$ cat src/rtl/lvds_rx_pkg.sv
// Shared types and constants for the 7:1 LVDS receive word aligner.
package lvds_rx_pkg;

  localparam int LVDS_WORD_W = 7;
  localparam logic [LVDS_WORD_W-1:0] CLK_PATTERN_DEF = 7'b1100011;

  typedef enum logic [2:0] {
    ST_IDLE   = 3'd0,
    ST_CHECK  = 3'd1,
    ST_SLIP   = 3'd2,
    ST_WAIT   = 3'd3,
    ST_LOCKED = 3'd4,
    ST_FAIL   = 3'd5
  } rx_state_e;

endpackage

$ cat src/rtl/lvds_sync2.sv
// Two-flop synchroniser bringing a single asynchronous level into the clk domain.
module lvds_sync2 (
  input  logic clk,
  input  logic rst_n,
  input  logic d,
  output logic q
);

  logic meta_r;
  logic sync_r;

  // two-stage capture of the asynchronous input
  always_ff @(posedge clk or negedge rst_n) begin
    if (!rst_n) begin
      meta_r <= 1'b0;
      sync_r <= 1'b0;
    end else begin
      meta_r <= d;
      sync_r <= meta_r;
    end
  end

  assign q = sync_r;

endmodule

$ cat src/rtl/lvds_7to1_rx_align.sv
// 7:1 LVDS receive word aligner: bitslips the deserializers until the clock lane
// shows the expected pattern, forwards aligned data and supervises the lock.
module lvds_7to1_rx_align
  import lvds_rx_pkg::*;
#(
  parameter int                     NUM_LANES   = 4,
  parameter logic [LVDS_WORD_W-1:0] CLK_PATTERN = CLK_PATTERN_DEF,
  parameter int                     SLIP_WAIT   = 8,
  parameter int                     LOCK_COUNT  = 16,
  parameter int                     LOSS_COUNT  = 4,
  parameter int                     MAX_SLIPS   = 14,
  parameter int                     PLLRST_CYC  = 16
) (
  input  logic                               clk,
  input  logic                               rst_n,
  input  logic                               pll_lock,
  input  logic [LVDS_WORD_W-1:0]             clk_lane,
  input  logic [NUM_LANES*LVDS_WORD_W-1:0]   data_in,
  output logic                               calib,
  output logic [NUM_LANES*LVDS_WORD_W-1:0]   data_out,
  output logic                               data_valid,
  output logic                               aligned,
  output logic                               align_err,
  output logic                               pll_reset_req,
  output logic [3:0]                         slip_count
);

  localparam int MATCH_W = $clog2(LOCK_COUNT + 1);
  localparam int SLIP_W  = $clog2(MAX_SLIPS + 1);
  localparam int WAIT_W  = $clog2(SLIP_WAIT + 1);
  localparam int LOSS_W  = $clog2(LOSS_COUNT + 1);
  localparam int FAIL_W  = $clog2(PLLRST_CYC + 1);

  rx_state_e            state_r, state_nx_s;
  logic [MATCH_W-1:0]   match_cnt_r, match_cnt_nx_s;
  logic [SLIP_W-1:0]    slip_cnt_r, slip_cnt_nx_s;
  logic [WAIT_W-1:0]    wait_cnt_r, wait_cnt_nx_s;
  logic [LOSS_W-1:0]    loss_cnt_r, loss_cnt_nx_s;
  logic [FAIL_W-1:0]    fail_cnt_r, fail_cnt_nx_s;
  logic                 lock_s, match_s, pulse_s, clr_err_s;
  logic                 calib_r, aligned_r, data_valid_r, align_err_r, pll_reset_req_r;
  logic [NUM_LANES*LVDS_WORD_W-1:0] data_out_r;

  lvds_sync2 u_lock_sync (
    .clk   (clk),
    .rst_n (rst_n),
    .d     (pll_lock),
    .q     (lock_s)
  );

  assign match_s = (clk_lane == CLK_PATTERN);

  // next-state and counter update; loss of lock outranks every other transition
  always_comb begin
    state_nx_s     = state_r;
    match_cnt_nx_s = match_cnt_r;
    slip_cnt_nx_s  = slip_cnt_r;
    wait_cnt_nx_s  = wait_cnt_r;
    loss_cnt_nx_s  = loss_cnt_r;
    fail_cnt_nx_s  = fail_cnt_r;
    pulse_s        = 1'b0;
    clr_err_s      = 1'b0;
    if (!lock_s && (state_r != ST_FAIL)) begin
      state_nx_s     = ST_IDLE;
      match_cnt_nx_s = '0;
      slip_cnt_nx_s  = '0;
      wait_cnt_nx_s  = '0;
      loss_cnt_nx_s  = '0;
      fail_cnt_nx_s  = '0;
    end else begin
      case (state_r)
        ST_IDLE: begin
          match_cnt_nx_s = '0;
          slip_cnt_nx_s  = '0;
          state_nx_s     = ST_CHECK;
        end
        ST_CHECK: begin
          if (!match_s) begin
            match_cnt_nx_s = '0;
            state_nx_s     = ST_SLIP;
          end else if (match_cnt_r == MATCH_W'(LOCK_COUNT - 1)) begin
            match_cnt_nx_s = '0;
            loss_cnt_nx_s  = '0;
            clr_err_s      = 1'b1;
            state_nx_s     = ST_LOCKED;
          end else begin
            match_cnt_nx_s = match_cnt_r + MATCH_W'(1);
          end
        end
        ST_SLIP: begin
          if (slip_cnt_r == SLIP_W'(MAX_SLIPS)) begin
            fail_cnt_nx_s = '0;
            state_nx_s    = ST_FAIL;
          end else begin
            pulse_s       = 1'b1;
            slip_cnt_nx_s = slip_cnt_r + SLIP_W'(1);
            wait_cnt_nx_s = '0;
            state_nx_s    = ST_WAIT;
          end
        end
        ST_WAIT: begin
          if (wait_cnt_r == WAIT_W'(SLIP_WAIT - 1)) begin
            wait_cnt_nx_s = '0;
            state_nx_s    = ST_CHECK;
          end else begin
            wait_cnt_nx_s = wait_cnt_r + WAIT_W'(1);
          end
        end
        ST_LOCKED: begin
          if (match_s) begin
            loss_cnt_nx_s = '0;
          end else if (loss_cnt_r == LOSS_W'(LOSS_COUNT - 1)) begin
            loss_cnt_nx_s  = '0;
            slip_cnt_nx_s  = '0;
            match_cnt_nx_s = '0;
            state_nx_s     = ST_CHECK;
          end else begin
            loss_cnt_nx_s = loss_cnt_r + LOSS_W'(1);
          end
        end
        ST_FAIL: begin
          if (fail_cnt_r == FAIL_W'(PLLRST_CYC - 1)) begin
            fail_cnt_nx_s = '0;
            state_nx_s    = ST_IDLE;
          end else begin
            fail_cnt_nx_s = fail_cnt_r + FAIL_W'(1);
          end
        end
        default: begin
          state_nx_s = ST_IDLE;
        end
      endcase
    end
  end

  // state and counter registers
  always_ff @(posedge clk or negedge rst_n) begin
    if (!rst_n) begin
      state_r     <= ST_IDLE;
      match_cnt_r <= '0;
      slip_cnt_r  <= '0;
      wait_cnt_r  <= '0;
      loss_cnt_r  <= '0;
      fail_cnt_r  <= '0;
    end else begin
      state_r     <= state_nx_s;
      match_cnt_r <= match_cnt_nx_s;
      slip_cnt_r  <= slip_cnt_nx_s;
      wait_cnt_r  <= wait_cnt_nx_s;
      loss_cnt_r  <= loss_cnt_nx_s;
      fail_cnt_r  <= fail_cnt_nx_s;
    end
  end

  // registered outputs; data_valid waits one cycle after LOCKED entry so data_out is fresh
  always_ff @(posedge clk or negedge rst_n) begin
    if (!rst_n) begin
      calib_r         <= 1'b0;
      aligned_r       <= 1'b0;
      data_valid_r    <= 1'b0;
      align_err_r     <= 1'b0;
      pll_reset_req_r <= 1'b0;
      data_out_r      <= '0;
    end else begin
      calib_r         <= pulse_s;
      aligned_r       <= (state_nx_s == ST_LOCKED);
      data_valid_r    <= (state_r == ST_LOCKED) && (state_nx_s == ST_LOCKED);
      pll_reset_req_r <= (state_nx_s == ST_FAIL);
      if (state_nx_s == ST_FAIL) begin
        align_err_r <= 1'b1;
      end else if (clr_err_s) begin
        align_err_r <= 1'b0;
      end
      if (state_r == ST_LOCKED) begin
        data_out_r <= data_in;
      end
    end
  end

  assign calib         = calib_r;
  assign aligned       = aligned_r;
  assign data_valid    = data_valid_r;
  assign align_err     = align_err_r;
  assign pll_reset_req = pll_reset_req_r;
  assign data_out      = data_out_r;
  assign slip_count    = 4'(slip_cnt_r);

endmodule
$ cat config.mk
export PLATFORM = sky130hd
export DESIGN_NAME = lvds_7to1_rx_align
export DESIGN_NICKNAME = d
export VERILOG_FILES = /design/src/rtl/lvds_rx_pkg.sv /design/src/rtl/lvds_sync2.sv /design/src/rtl/lvds_7to1_rx_align.sv
export SDC_FILE = /design/constraint.sdc
export NUM_CORES = 1
export LEC_CHECK = 0
export ABC_AREA = 1
export ABC_CLOCK_PERIOD_IN_PS = 2150
export CAP_MARGIN = 10
export CORE_ASPECT_RATIO = 0.6
export CORE_UTILIZATION = 40
export CTS_CLUSTER_DIAMETER = 100
export DETAILED_ROUTE_END_ITERATION = 8
export DONT_BUFFER_PORTS = 1
export PLACE_DENSITY = 0.56
export SYNTH_ARGS = -nofsm -noshare
export SYNTH_HDL_FRONTEND = slang
export SYNTH_HIERARCHICAL = 1
export SYNTH_SLANG_ARGS = --single-unit
$ cat constraint.sdc
create_clock -name clk -period 2.15 [get_ports clk]
set_input_delay 0.3225 -clock clk [delete_from_list [all_inputs] [get_ports clk]]
set_output_delay 0.3225 -clock clk [all_outputs]
set_load 0.05 [all_outputs]
==> summary by stage <==
Global route
The first global-routing pass estimated 9301 um of wire. Entering global routing, the biggest net connects 60 pins. The global route total overflow is 0. The number of global-route vias before repair is about 1900. The initial antenna violation count is 0.

The aggregate global-route resource usage is 0.1771.

Die
The number of primary I/O pins is between 70 and 80. The count of standard-cell rows is 22. The core region is 0.006359 mm^2. The die extent in y is ~66 um. The initial core utilization is 0.4313. The area of the die is a little over 0.007 mm^2.

The horizontal extent of the die is 108.9 um.

Synthesis
The portion of netlist area occupied by mux cells is 0. The number of unique standard cell types used by synthesis is 35. For this run, the register share of the synthesized area comes to 0.5383.

After synthesis, the largest family of logic cells by area is simple AND/OR/NAND/NOR gates. The fraction of the mapped netlist area in adder cells is 0.02737. In this run, synthesis produced a sequential element count of 59.

Dividing the synthesized area by the synthesized cell count gives 8.598 um^2. After synthesis the cells add up to 0.002743 mm^2. sky130_fd_sc_hd__dfrtp_1 takes more of the synthesized area than any other cell.

Of the total synthesized cell area, the portion taken by AND, OR, NAND and NOR gates is 0.3034. The area fraction in compound gates after synthesis is 0.06980. In the post-synthesis netlist, the biggest area contributors are sky130_fd_sc_hd__dfrtp_1 54%, sky130_fd_sc_hd__nand2_1 17%, sky130_fd_sc_hd__nand3_1 4.4%.

The fraction of synthesized cell area taken by the top area cell type is 0.5383. The count of synthesis-stage warnings from yosys is 6. Of the total synthesized cell area, the portion taken by XOR and XNOR cells is 0.01277. The number of instances in the synthesized netlist is about 320. When the netlist entered floorplanning its net count stood at 363.

Timing
Setup violations remaining at the end of the flow were counted as 0. At the pin with the least slew margin, the transition time is about 520 ps. Of the available clock period, the critical path in the final layout requires 0.7578. Setup slack closes at between 500 and 600 ps. For the final database, setup skew stands at roughly 5.2 ps. The setup TNS is 0 ps. The final count of pins violating max slew came to 0. The final hold violation count is 0.

Based on the critical path, the design can be clocked at up to 0.6138 GHz. Setup repair after global routing left no endpoint under its margin. In this run the tightest slew margin relative to its limit is 0.6533. The routed design could run at a clock period as short as between 1500 and 2000 ps.

Final layout
The commonest non-fill, non-tap cell in the layout is sky130_fd_sc_hd__nand2_1. Excluding fillers, the count of instances in the completed layout stands at roughly 420. The count of inserted antenna diode cells is 0.

The net total in the final layout is 377. The growth of design area from synthesis to finish is 16.74%. In the final layout, the share of cells above drive strength 1 is 0.1246. In the layout the commonest cells are 124 x sky130_fd_sc_hd__nand2_1, 59 x sky130_fd_sc_hd__dfrtp_1, 24 x sky130_fd_sc_hd__nand3_1. The number of filler cells placed in the layout is 611.

Power and ir drop
The cell area power density is 848.3 mW/mm^2. The switching power is 0.5975 mW. The design internal power is between 2 and 2.5 mW. In this run the static leakage power is 1.529 nW. The share of total power dissipated in sequential elements is 0.421. The proportion of power drawn by the clock network is 0.526.

Of the total power, the share spent switching nets is 0.2200. Across the VDD grid, the largest voltage drop is 0.4430 mV. The proportion of power drawn by combinational gates is 0.053.

Placed design
The cell total after placement is 404. The number of port buffers is 0. The HPWL reported at the end of detailed placement is a little over 4000 um. Routability-driven placement finished with a final weighted congestion of about 0.85. The worst slack at placement is 534.2 ps.

Clocking
The TritonCTS clock tree is built. After clock tree synthesis, the clock-pin slew on the worst setup and hold paths is approximately 50 ps. For this design, the sink count on the clock tree is 59.

CTS built an H-tree with a depth of 3. The root cell of the clock tree is sky130_fd_sc_hd__clkbuf_16. The largest buffer count on any clock path is 2.

In this run, CTS created clock tree buffers numbering 9. The later pin in the worst-skew pair is clocked with a latency of 330 ps. The number of setup buffers added after CTS is 0.

Routing
The final layout contains routed wiring with a total length of 5674 um. The detailed-routing iteration count for the pre-antenna-repair pass is 4. After detailed routing, the average wire length per cell comes to 13.48 um. In this run the remaining antenna-violating nets after routing total 0. The post-detailed-route via-to-cell ratio is 4.850.

The via count of the routed design is between 2000 and 2500. In the routed design, unresolved DRC markers number 0. The detailed router finished its first iteration with 138 violations.

Critical path
Traced cell by cell, the critical path runs through nand2_1 > nor2_2 > nor2_2 > buf_4 > nor2_4 > nand3_1 > o21ai_1. The element type at the critical path end is a flop. Broken down by cell family, the worst path's largest delay share belongs to simple AND/OR/NAND/NOR gates. On the critical path, the stage with the largest delay is an instance of sky130_fd_sc_hd__dfrtp_1. The number of cells on the worst reg-to-reg path is 7. The maximum cell stage delay along the critical path is 470 ps. The critical path depth is 7. Counting stages on the worst path, the most repeated cell is sky130_fd_sc_hd__nor2_2. For the worst setup path, the data required time is 2360 ps. The critical-path maximum fanout is 7. The worst setup path is of the reg -> reg kind.

The launching element type of the critical path is a flop. The data arrival time at the worst-slack endpoint is roughly 1800 ps. Counting both buffers and inverters, the worst setup path holds a total of 1.

Hold path
The cell depth of the worst min-delay path is 0. The worst hold path belongs to the class in -> reg.

Job
The max capacitance violation total is 0.

Outcome
The run finished with clean final reports.
-- per-stage QoR --
step | hold slack [ps] | total power [mW] | cell area [um^2] | util
finish | 25.68 | 2.716 | 3202 | 0.5035
global route | 9.212 | 2.817 | 3202 | 0.5035
floorplan | 26.91 | 1.253 | 2743 | -
CTS | 14.02 | 2.745 | 3202 | 0.5035
global placement | 28.71 | 1.278 | 2869 | 0.4512
detailed placement | 28.28 | 1.278 | 2869 | 0.4512
-- synth_stat cells (all sizes together) --
cell	count
a21boi	3
a31oi	1
o21a	1
dfrtp	59
buf	6
nor3	4
nand4	2
nor2	30
nand3	25
nand2	127
xnor2	1
or2	1
o21ai	13
o31ai	2
inv	23
o22ai	1
nand3b	1
clkbuf	2
xor2	3
ha	6
a21oi	8
-- layout make-up --
type	instances	area (um^2)	share of cell area
Inverter	23	86.33	0.02696
Clock inverter	2	35.03	0.01094
Sequential cell	59	1476	0.4611
Timing Repair Buffer	11	105.1	0.03283
Clock buffer	13	260.3	0.08128
Multi-Input combinational cell	229	1134	0.3540
Tap cell	84	105.1	0.03283
-- power by group through the flow --
stage | clock [mW] | combinational, mW | sequential (mW)
floorplan | 0 | 0.0845 | 1.17
finish | 1.43 | 0.144 | 1.14
detailed placement | 0 | 0.115 | 1.16
global route | 1.51 | 0.163 | 1.15
global placement | 0 | 0.116 | 1.16
CTS | 1.45 | 0.146 | 1.14
-- state kept, by name, indices dropped and copies added (netlist names) --
register and flops:
data_valid 1, pll_reset_req 1, match_cnt_r 5, aligned 1, loss_cnt_r 3, u_lock_sync/q 1
align_err 1, wait_cnt_r 4, fail_cnt_r 5, slip_count 4, calib 1, state_r 3
data_out 28, u_lock_sync/meta_r 1
-- per-layer routing --
layer  GRT usage  vias to the layer above  share of wire
li1            -                     1045              -
met1      0.2553                      923           0.52
met2      0.2233                       66           0.38
met3     0.08079                        8          0.088
met4     0.07095                        0          0.012
met5           0                        -              0
-- cell families after synthesis --
logic type,count (synthesis)
adder cells (fa/ha/maj),6
XOR/XNOR,4
buffers and inverters,31
AND/OR/NAND/NOR,190
flip-flops,59
AO/OA/AOI/OAI,29
-- worst paths after layout --
path | startpoint | endpoint | slack, ps
setup / recovery | state_r[2] | loss_cnt_r[1] | 520
hold / removal | pll_lock | u_lock_sync/meta_r | 30
setup reg to reg | state_r[2] | loss_cnt_r[1] | 520
hold reg to reg | u_lock_sync/meta_r | u_lock_sync/q | 340
max in group asynchronous | rst_n | data_out[10] | 1370
min in group asynchronous | rst_n | data_out[27] | 520
-- what timing repair did --
| action | in CTS | in global routing |
|---|---|---|
| hold buffers | 2 | 0 |
| gates resized for setup | 0 | 0 |
| hold endpoints to repair | 59 | 0 |
Power figures use the tool's default switching activity.
